File: config.mk
export PLATFORM = sky130hd
export DESIGN_NAME = alu_out_stage
export DESIGN_NICKNAME = d
export VERILOG_FILES = /design/src/rtl/alu_out_stage.sv
export SDC_FILE = /design/constraint.sdc
export NUM_CORES = 1
export LEC_CHECK = 0
export ABC_AREA = 0
export CAP_MARGIN = 20
export CORE_MARGIN = 2
export CORE_UTILIZATION = 43
export CTS_CLUSTER_DIAMETER = 150
export DETAILED_ROUTE_END_ITERATION = 8
export GPL_TIMING_DRIVEN = 0
export HOLD_SLACK_MARGIN = 0.12
export PLACE_DENSITY = 0.68
export RECOVER_POWER = 50
export SLEW_MARGIN = 40
export SYNTH_ARGS = -nofsm -noshare
export SYNTH_HDL_FRONTEND = slang
export SYNTH_SLANG_ARGS = --single-unit
File: constraint.sdc
create_clock -name CLK -period 5.85 [get_ports CLK]
set_clock_uncertainty 0.05 [all_clocks]
set_input_delay 0.8775 -clock CLK [delete_from_list [all_inputs] [get_ports CLK]]
set_output_delay 0.8775 -clock CLK [all_outputs]
set_load 0.01 [all_outputs]
File: src/rtl/alu_out_stage.sv
// ALU output stage: two-entry result FIFO with stored zero/negative/parity flags
// and a delivered-result counter.
module alu_out_stage #(
  parameter int WIDTH = 16
) (
  input  logic             CLK,
  input  logic             RST,
  input  logic [WIDTH-1:0] RESULT,
  input  logic [2:0]       OPSEL,
  input  logic             IN_VALID,
  output logic             IN_READY,
  output logic [WIDTH-1:0] OUT_DATA,
  output logic [2:0]       OUT_OP,
  output logic             FLAG_Z,
  output logic             FLAG_N,
  output logic             FLAG_P,
  output logic             OUT_VALID,
  input  logic             OUT_READY,
  output logic [7:0]       TXCNT
);

  typedef enum logic [1:0] {
    EMPTY = 2'd0,
    ONE   = 2'd1,
    FULL  = 2'd2
  } state_t;

  typedef struct packed {
    logic [WIDTH-1:0] data;
    logic [2:0]       op;
    logic             z;
    logic             n;
    logic             p;
  } entry_t;

  state_t state;
  state_t next_state;
  entry_t mem [2];
  entry_t incoming;
  entry_t head;
  logic   wptr;
  logic   rptr;
  logic   push;
  logic   pop;
  logic [7:0] txcnt_q;

  always_ff @(posedge CLK or posedge RST) begin
    if (RST) state <= EMPTY;
    else     state <= next_state;
  end

  always_comb begin
    next_state = state;
    unique case (state)
      EMPTY: if (push) next_state = ONE;
      ONE: begin
        if (push && !pop)      next_state = FULL;
        else if (pop && !push) next_state = EMPTY;
      end
      FULL: if (pop) next_state = ONE;
      default: next_state = EMPTY;
    endcase
  end

  // Handshake flags depend on registered state only.
  always_comb begin
    IN_READY  = 1'b0;
    OUT_VALID = 1'b0;
    unique case (state)
      EMPTY: IN_READY = 1'b1;
      ONE: begin
        IN_READY  = 1'b1;
        OUT_VALID = 1'b1;
      end
      FULL: OUT_VALID = 1'b1;
      default: IN_READY = 1'b0;
    endcase
  end

  assign push = IN_VALID && IN_READY;
  assign pop  = OUT_VALID && OUT_READY;

  always_comb begin
    incoming.data = RESULT;
    incoming.op   = OPSEL;
    incoming.z    = (RESULT == '0);
    incoming.n    = RESULT[WIDTH-1];
    incoming.p    = ^RESULT;
  end

  always_ff @(posedge CLK or posedge RST) begin
    if (RST) begin
      mem[0]  <= '0;
      mem[1]  <= '0;
      wptr    <= 1'b0;
      rptr    <= 1'b0;
      txcnt_q <= 8'd0;
    end else begin
      if (push) begin
        mem[wptr] <= incoming;
        wptr      <= ~wptr;
      end
      if (pop) begin
        rptr    <= ~rptr;
        txcnt_q <= txcnt_q + 8'd1;
      end
    end
  end

  // Empty queue presents zeros instead of stale contents.
  assign head = OUT_VALID ? mem[rptr] : '0;

  assign OUT_DATA = head.data;
  assign OUT_OP   = head.op;
  assign FLAG_Z   = head.z;
  assign FLAG_N   = head.n;
  assign FLAG_P   = head.p;
  assign TXCNT    = txcnt_q;

endmodule

==> flow_results.xml <==
<?xml version="1.0" encoding="UTF-8"?>
<metrics>
  <group name="clock_tree">
    <metric name="ctsRootBufferMaster" unit="">sky130_fd_sc_hd__clkbuf_8</metric>
    <metric name="tritoncts.num_buffers" unit="">5</metric>
    <metric name="tritoncts_num_sinks" unit="">54</metric>
    <metric name="tritoncts_clock_tree" unit="">done</metric>
    <metric name="cts_buffer_depth" unit="">2</metric>
    <metric name="clock_latency" unit="ns">0.31</metric>
    <metric name="cts_hold_buffers" unit="">0</metric>
    <metric name="cts.reportedPaths.clkPinSlew" unit="ns">0.10</metric>
    <metric name="depth_of_the_cts_h_tree" unit="">2</metric>
    <metric name="post_cts.repair.setup_buffers" unit="">0</metric>
    <metric name="post_cts_resized" unit="">0</metric>
  </group>
  <group name="global_route">
    <metric name="grt_util_all_layers" unit="%">16.7</metric>
    <metric name="first_pass_grt_wire_length" unit="µm">9650</metric>
    <metric name="grt_start_max_net_pins" unit="">39</metric>
    <metric name="first_global_vias" unit="">1945</metric>
    <metric name="grt_remaining_overflow" unit="">0</metric>
    <metric name="grt_antenna_before_repair" unit="">0</metric>
  </group>
  <group name="drt">
    <metric name="drt_iter0_drcs" unit="">76</metric>
    <metric name="num_vias" unit="">1920</metric>
    <metric name="remaining_drc_errors" unit="">0</metric>
    <metric name="routed_wl" unit="µm">5690</metric>
    <metric name="vias_per_cell" unit="">4.90</metric>
    <metric name="wire_per_inst" unit="µm">14.5</metric>
    <metric name="drt_pre_antenna_iters" unit="">4</metric>
    <metric name="ant_nets" unit="">0</metric>
  </group>
  <group name="finish">
    <metric name="layout.cells.most_common" unit="">sky130_fd_sc_hd__dfrtp_1</metric>
    <metric name="layout-drive-gt1-share" unit="%">16.3</metric>
    <metric name="n_fill_cell" unit="">608</metric>
    <metric name="instances_no_fill" unit="">392</metric>
    <metric name="final_nets" unit="">348</metric>
    <metric name="num_antenna_cells" unit="">0</metric>
    <metric name="synthToLayoutAreaGrowth" unit="%">23.4</metric>
    <metric name="mostFrequentLayoutCells" unit="">sky130_fd_sc_hd__dfrtp_1 (54), sky130_fd_sc_hd__clkdlybuf4s50_1 (51), sky130_fd_sc_hd__nand2_1 (27)</metric>
  </group>
  <group name="synth">
    <metric name="simple_gate_area_share_of_the_yosys_netlist" unit="%">11.0</metric>
    <metric name="yosysSeqAreaShare" unit="%">46.1</metric>
    <metric name="synth.mux.area_fraction" unit="%">19.9</metric>
    <metric name="synth_adder_area_share" unit="%">5.97</metric>
    <metric name="synth_area_per_cell" unit="µm²">11.8</metric>
    <metric name="flip_flop_and_latch_count_after_synthesis" unit="">54</metric>
    <metric name="warnings_from_yosys" unit="">0</metric>
    <metric name="synthDistinctLibCells" unit="">32</metric>
    <metric name="post_synth_inst_count" unit="">249</metric>
    <metric name="synth-compound-area-share" unit="%">5.25</metric>
    <metric name="mappedNetlistNets" unit="">286</metric>
    <metric name="yosys.area_share.xor_xnor" unit="%">4.78</metric>
    <metric name="synthesis.area" unit="mm²">0.00293</metric>
    <metric name="synth_top_family_by_area" unit="">multiplexers</metric>
  </group>
  <group name="timing">
    <metric name="timing.final.max_slew_violations" unit="">39</metric>
    <metric name="timing.final.crit_period" unit="ns">3.42</metric>
    <metric name="worst_slew_margin_rel" unit="%">-34.3</metric>
    <metric name="finalHoldViolations" unit="">0</metric>
    <metric name="tns" unit="ns">0</metric>
    <metric name="final_critical_path_setup_slack" unit="ns">2.43</metric>
    <metric name="setup_viol_count_final" unit="">0</metric>
    <metric name="least_margin_pin_slew" unit="ns">2.01</metric>
    <metric name="rsz0062_at_grt" unit="">no</metric>
    <metric name="finalCritPeriodShare" unit="%">58.4</metric>
    <metric name="achievable-frequency" unit="MHz">293</metric>
  </group>
  <group name="worst_hold_path">
    <metric name="worst_hold_path.num_cells" unit="">1</metric>
    <metric name="hp-start" unit="">TXCNT[7]$_DFFE_PP0P_</metric>
    <metric name="holdCritPathClass" unit="">flip-flop to flip-flop</metric>
    <metric name="holdPathEnd" unit="">TXCNT[7]$_DFFE_PP0P_</metric>
  </group>
  <group name="worst_setup_path">
    <metric name="path_class" unit="">input port to asynchronous set/reset pin</metric>
    <metric name="rrSetupSlack" unit="ns">3.09</metric>
    <metric name="rr_worst_depth" unit="">9</metric>
    <metric name="timing.critical_path.to_type" unit="">asynchronous set/reset pin</metric>
    <metric name="critical_path.max_fanout" unit="">38</metric>
    <metric name="timing.rr.end" unit="">mem[10]$_DFFE_PP0P_</metric>
    <metric name="cp_data_arrival_time" unit="ns">3.40</metric>
    <metric name="critical_path.startpoint" unit="">RST</metric>
    <metric name="critical_path.reg2reg.startpoint" unit="">state[0]$_DFFE_PP0P_</metric>
    <metric name="timing.critical_path.from_type" unit="">input port</metric>
    <metric name="cp.required" unit="ns">5.83</metric>
  </group>
  <group name="job">
    <metric name="maxCapViolations" unit="">1</metric>
  </group>
  <group name="placement">
    <metric name="gp_routability_congestion" unit="">0.752</metric>
    <metric name="port_buffers" unit="">54</metric>
    <metric name="post-dp-hpwl" unit="µm">4160</metric>
    <metric name="number_of_instances_in_the_placed_design" unit="">384</metric>
    <metric name="worst_setup_slack_before_clock_tree_synthesis" unit="ns">2.80</metric>
  </group>
  <group name="power">
    <metric name="power_density" unit="mW/mm²">526</metric>
    <metric name="vdd_drop_max" unit="mV">0.274</metric>
    <metric name="leakagePower" unit="nW">1.69</metric>
  </group>
  <group name="die">
    <metric name="chipHeight" unit="µm">86.6</metric>
    <metric name="floorplan.die_area" unit="mm²">0.00750</metric>
    <metric name="placeableCoreArea" unit="mm²">0.00668</metric>
    <metric name="chipWidth" unit="µm">86.6</metric>
    <metric name="initial_utilization" unit="%">43.9</metric>
    <metric name="rows" unit="">30</metric>
    <metric name="io-pin-count" unit="">55</metric>
  </group>
  <group name="status">
    <metric name="outcome" unit="">finished, violations left</metric>
    <metric name="violations" unit="">capacitance limit, slew limit</metric>
  </group>
</metrics>
==> report_power, final <==
| group | internal, mW | switching [mW] | leakage (nW) |
|---|---|---|---|
| clock | 0.126 | 0.123 | 0.0579 |
| sequential | 0.541 | 0.106 | 0.662 |
| combinational | 0.574 | 0.434 | 0.974 |
==> cell type report <==
cell class / count / area [µm²] / share of cell area (%)
clock inverter: 3 / 40.0 / 1.11
clock buffer: 5 / 68.8 / 1.90
inverter: 23 / 87.6 / 2.42
buffer: 13 / 83.8 / 2.32
sequential: 54 / 1350 / 37.3
multi-input combinational: 159 / 1340 / 37.1
tap: 80 / 100 / 2.77
timing repair buffer: 55 / 544 / 15.0
==> sequential cells by signal, indices dropped and copies added (netlist names) <==
name   flops
wptr       1
TXCNT      8
state      2
rptr       1
mem       42
==> worst max-delay path by stage <==
stage | end | cells past startpoint
6_report | mem[29]$_DFFE_PP0P_ | 3
5_1_grt | mem[5]$_DFFE_PP0P_ | 3
4_1_cts | OUT_DATA[15] | 6
3_5_place_dp | OUT_DATA[15] | 6
3_3_place_gp | mem[43]$_DFFE_PP0P_ | 2
2_1_floorplan | OUT_DATA[15] | 5
==> worst max-delay path, stage by stage <==
cell                            delay [ns]
sky130_fd_sc_hd__dlygate4sd3_1        0.55
sky130_fd_sc_hd__clkinvlp_2           0.46
sky130_fd_sc_hd__clkbuf_1             1.50
==> Yosys cell counts <==
cell                       instances  area [µm²]
sky130_fd_sc_hd__xnor2_1          14         123
sky130_fd_sc_hd__clkbuf_1          2        7.51
sky130_fd_sc_hd__buf_6             3        33.8
sky130_fd_sc_hd__nand2_1          26        97.6
sky130_fd_sc_hd__nor2_4            1        11.3
sky130_fd_sc_hd__inv_2             2        7.51
sky130_fd_sc_hd__o21ai_4           1        16.3
sky130_fd_sc_hd__mux2i_1          22         220
sky130_fd_sc_hd__a32o_1            1        10.0
sky130_fd_sc_hd__nand4_1           4        25.0
sky130_fd_sc_hd__o21ai_1           4        20.0
sky130_fd_sc_hd__buf_4             1        7.51
sky130_fd_sc_hd__buf_8             2        30.0
sky130_fd_sc_hd__inv_1            21        78.8
sky130_fd_sc_hd__mux2_2            3        33.8
sky130_fd_sc_hd__and2_1            1        6.26
sky130_fd_sc_hd__a21oi_1           1        5.00
sky130_fd_sc_hd__mux2_4           22         330
sky130_fd_sc_hd__nand2_4           1        11.3
sky130_fd_sc_hd__dfrtp_1          54        1350
sky130_fd_sc_hd__nor2_1            4        15.0
sky130_fd_sc_hd__buf_2             4        20.0
sky130_fd_sc_hd__ha_1             14         175
sky130_fd_sc_hd__a22oi_1           1        7.51
sky130_fd_sc_hd__or2_2             1        6.26
sky130_fd_sc_hd__xor2_1            2        17.5
sky130_fd_sc_hd__and3_1            1        6.26
sky130_fd_sc_hd__nand4_2           1        12.5
sky130_fd_sc_hd__o21ai_2           8        70.1
sky130_fd_sc_hd__buf_12            1        20.0
sky130_fd_sc_hd__nor2b_1          21         131
sky130_fd_sc_hd__o21ai_0           5        25.0
==> cell families (layout without fill, tap and decap cells) <==
group	count (synthesis)	in the layout
AOI/OAI and AO/OA	21	21
and+or+nand+nor	61	61
buffers and inverters	36	99
DFF	54	54
xor gates and xnor gates	16	16
muxes	47	47
adders and majority gates	14	14
==> per-stage QoR <==
step / area (µm²) / total power [mW] / util, % / hold slack [ns]
final: 3620 / 1.90 / 54.2 / 0.423
after CTS: 3700 / 1.97 / 55.4 / 0.430
after floorplan: 2930 / 1.33 / - / 0.398
after global placement: 3570 / 1.69 / 53.5 / 0.409
after global routing: 3620 / 2.05 / 54.2 / 0.439
after detailed placement: 3600 / 1.71 / 53.8 / 0.416
==> layer usage <==
metal  vias to the layer above  GRT usage [%]  wire, µm
met3                         5           3.71       160
li1                        938              -         -
met5                         -              0         0
met2                        31           25.6      2650
met4                         0           4.69        71
met1                       946           24.1      2800
(Power assumes the default switching activity.)
==> variant (config.mk and constraints unchanged) <==
Set the parameter `WIDTH` to 12 (it was 16).
--- a/src/rtl/alu_out_stage.sv
+++ b/src/rtl/alu_out_stage.sv
@@ -1,7 +1,7 @@
 // ALU output stage: two-entry result FIFO with stored zero/negative/parity flags
 // and a delivered-result counter.
 module alu_out_stage #(
-  parameter int WIDTH = 16
+  parameter int WIDTH = 12
 ) (
   input  logic             CLK,
   input  logic             RST,
Ports: changed (resized OUT_DATA and RESULT); port bits go from 55 to 47. The function was not compared with the original's and may differ.
==> variant against the original RTL <==
The run still ends with max-capacitance violations, max-slew violations left. Final cell count decreased by 16%. Worst setup slack better by 120 ps. Register-to-register slack worse by 110 ps. Area after synthesis decreased by 20%. Die area down 19%. Routed wire length fell by 20%. Design area fell by 18%. Via count is 16% lower. Power is 20% lower. Sequential cell count down 8. Clock power shrank 7%. Hold slack improved by 14 ps. Combinational power fell by 25%.
==> variant: results (changes against the original RTL) <==
Share of layout cells above drive strength 1: 6.59% (-9.8 points)
Initial DRC Count: 57 (-25%)
Fill cells: 455 (-25%)
I/O Buffers: 46 (-15%)
Status: finished with violations
Worst hold slack: 438 ps (+14.3 ps)
Reg2reg start: state[0]
Slew Limit Fails: 39 (unchanged)
Sequential cell area fraction in the yosys report: 49.1% (+3.0 points)
CP max stage delay: 1520 ps (+20 ps)
Worst-Skew Late Latency: 290 ps (-20 ps)
Slew @ Worst Pin: 2060 ps (+46.5 ps)
Syn Inst Count: 203 (-18%)
Leakage: 0.00136 µW (-20%)
First-pass GRT wire length: 7630 µm (-21%)
DR pass1 iterations: 6 (+2)
Number of distinct library cells after synthesis: 26 (-19%)
Final GP Congestion: 0.797 (+6.0%)
Hold endpoint: mem[11]
Reg2Reg Depth: 8 (-1)
Maximum VDD drop: 0.260 mV (-5.2%)
Failing checks: max-capacitance violations, max-slew violations
Ranking of synthesized cells by area: dfrtp_1 (49%), mux2_1 (10%), mux2i_1 (8.1%)
Cells after DPL: 320 (-17%)
Hold Crit Start: mem[11]
Via count: 1609 (-16%)
Initial antenna violation count: 0 (unchanged)
Post-DP Area: 2920 µm² (-19%)
R2r setup slk: 2980 ps (-110 ps)
Post-CTS Setup Bufs: 0 (unchanged)
Vias/cell: 4.91 (+0.15%)
Number of flip-flops in the largest register: 34 (-19%)
Tot GR Track Use: 16.0% (-0.71 points)
Hold Path Stages: 2 (+1)
Arrival time at the worst endpoint: 3250 ps (-150 ps)
Hpwl dp: 3280 µm (-21%)
Maxcap violations: 1 (unchanged)
Syn Nets: 234 (-18%)
Nets@finish: 288 (-17%)
Commonest cells post-synth: dfrtp_1 (46), mux2_1 (21), mux2i_1 (19), nand2_1 (19)
Reg-to-Reg End: state[1]
Routed WL: 4550 µm (-20%)
Clock-pin transition on the worst setup and hold timing paths: 80 ps (-20 ps)
[variant: kinds of logic after synthesis]
kind of cell	share of synthesized area (%)
XOR/XNOR	5.44
flip-flops	49.1
buffers and inverters	5.71
multiplexers	18.7
AND/OR/NAND/NOR	10.5
adder cells (fa/ha/maj)	6.40
AO/OA/AOI/OAI	4.21
[variant: how the worst max path moves through the flow]
| stage | from | to | cells past startpoint |
|---|---|---|---|
| after floorplan | state[0] | FLAG_Z | 4 |
| after global placement | state[0] | OUT_DATA[5] | 5 |
| after detailed placement | state[1] | OUT_DATA[5] | 5 |
| after CTS | state[0] | OUT_DATA[5] | 5 |
| after global routing | RST | mem[25] | 3 |
| final | RST | mem[29] | 3 |
[variant: report_power, final]
part,switching [µW],internal (µW)
Clock,106,126
Combinational,341,416
Sequential,82.0,459
[variant: per-layer routing]
layer  share of wire [%]  global-route usage, %  wire length, µm  vias up
met3                 3.8                   3.26              175        5
met4                 1.0                   4.29               47        0
met1                  47                   21.1             2140      778
met5                   0                      0                0        -
met2                  48                   26.8             2180       39
li1                    -                      -                -      787
[variant: layout make-up]
| cell class | count | area [µm²] | area share (%) |
|---|---|---|---|
| buffer | 9 | 43.8 | 1.47 |
| clock buffer | 5 | 68.8 | 2.31 |
| clock inverter | 3 | 40.0 | 1.34 |
| inverter | 18 | 70.1 | 2.35 |
| multi-input combinational | 130 | 1060 | 35.5 |
| sequential | 46 | 1150 | 38.6 |
| tap | 70 | 87.6 | 2.94 |
| timing repair buffer | 47 | 464 | 15.6 |
[variant: through the flow]
step | setup slack (ps) | power [µW]
floorplan | 3640 | 1020
global placement | 2850 | 1320
detailed placement | 2840 | 1340
CTS | 2510 | 1570
global route | 2030 | 1650
finish | 2550 | 1530
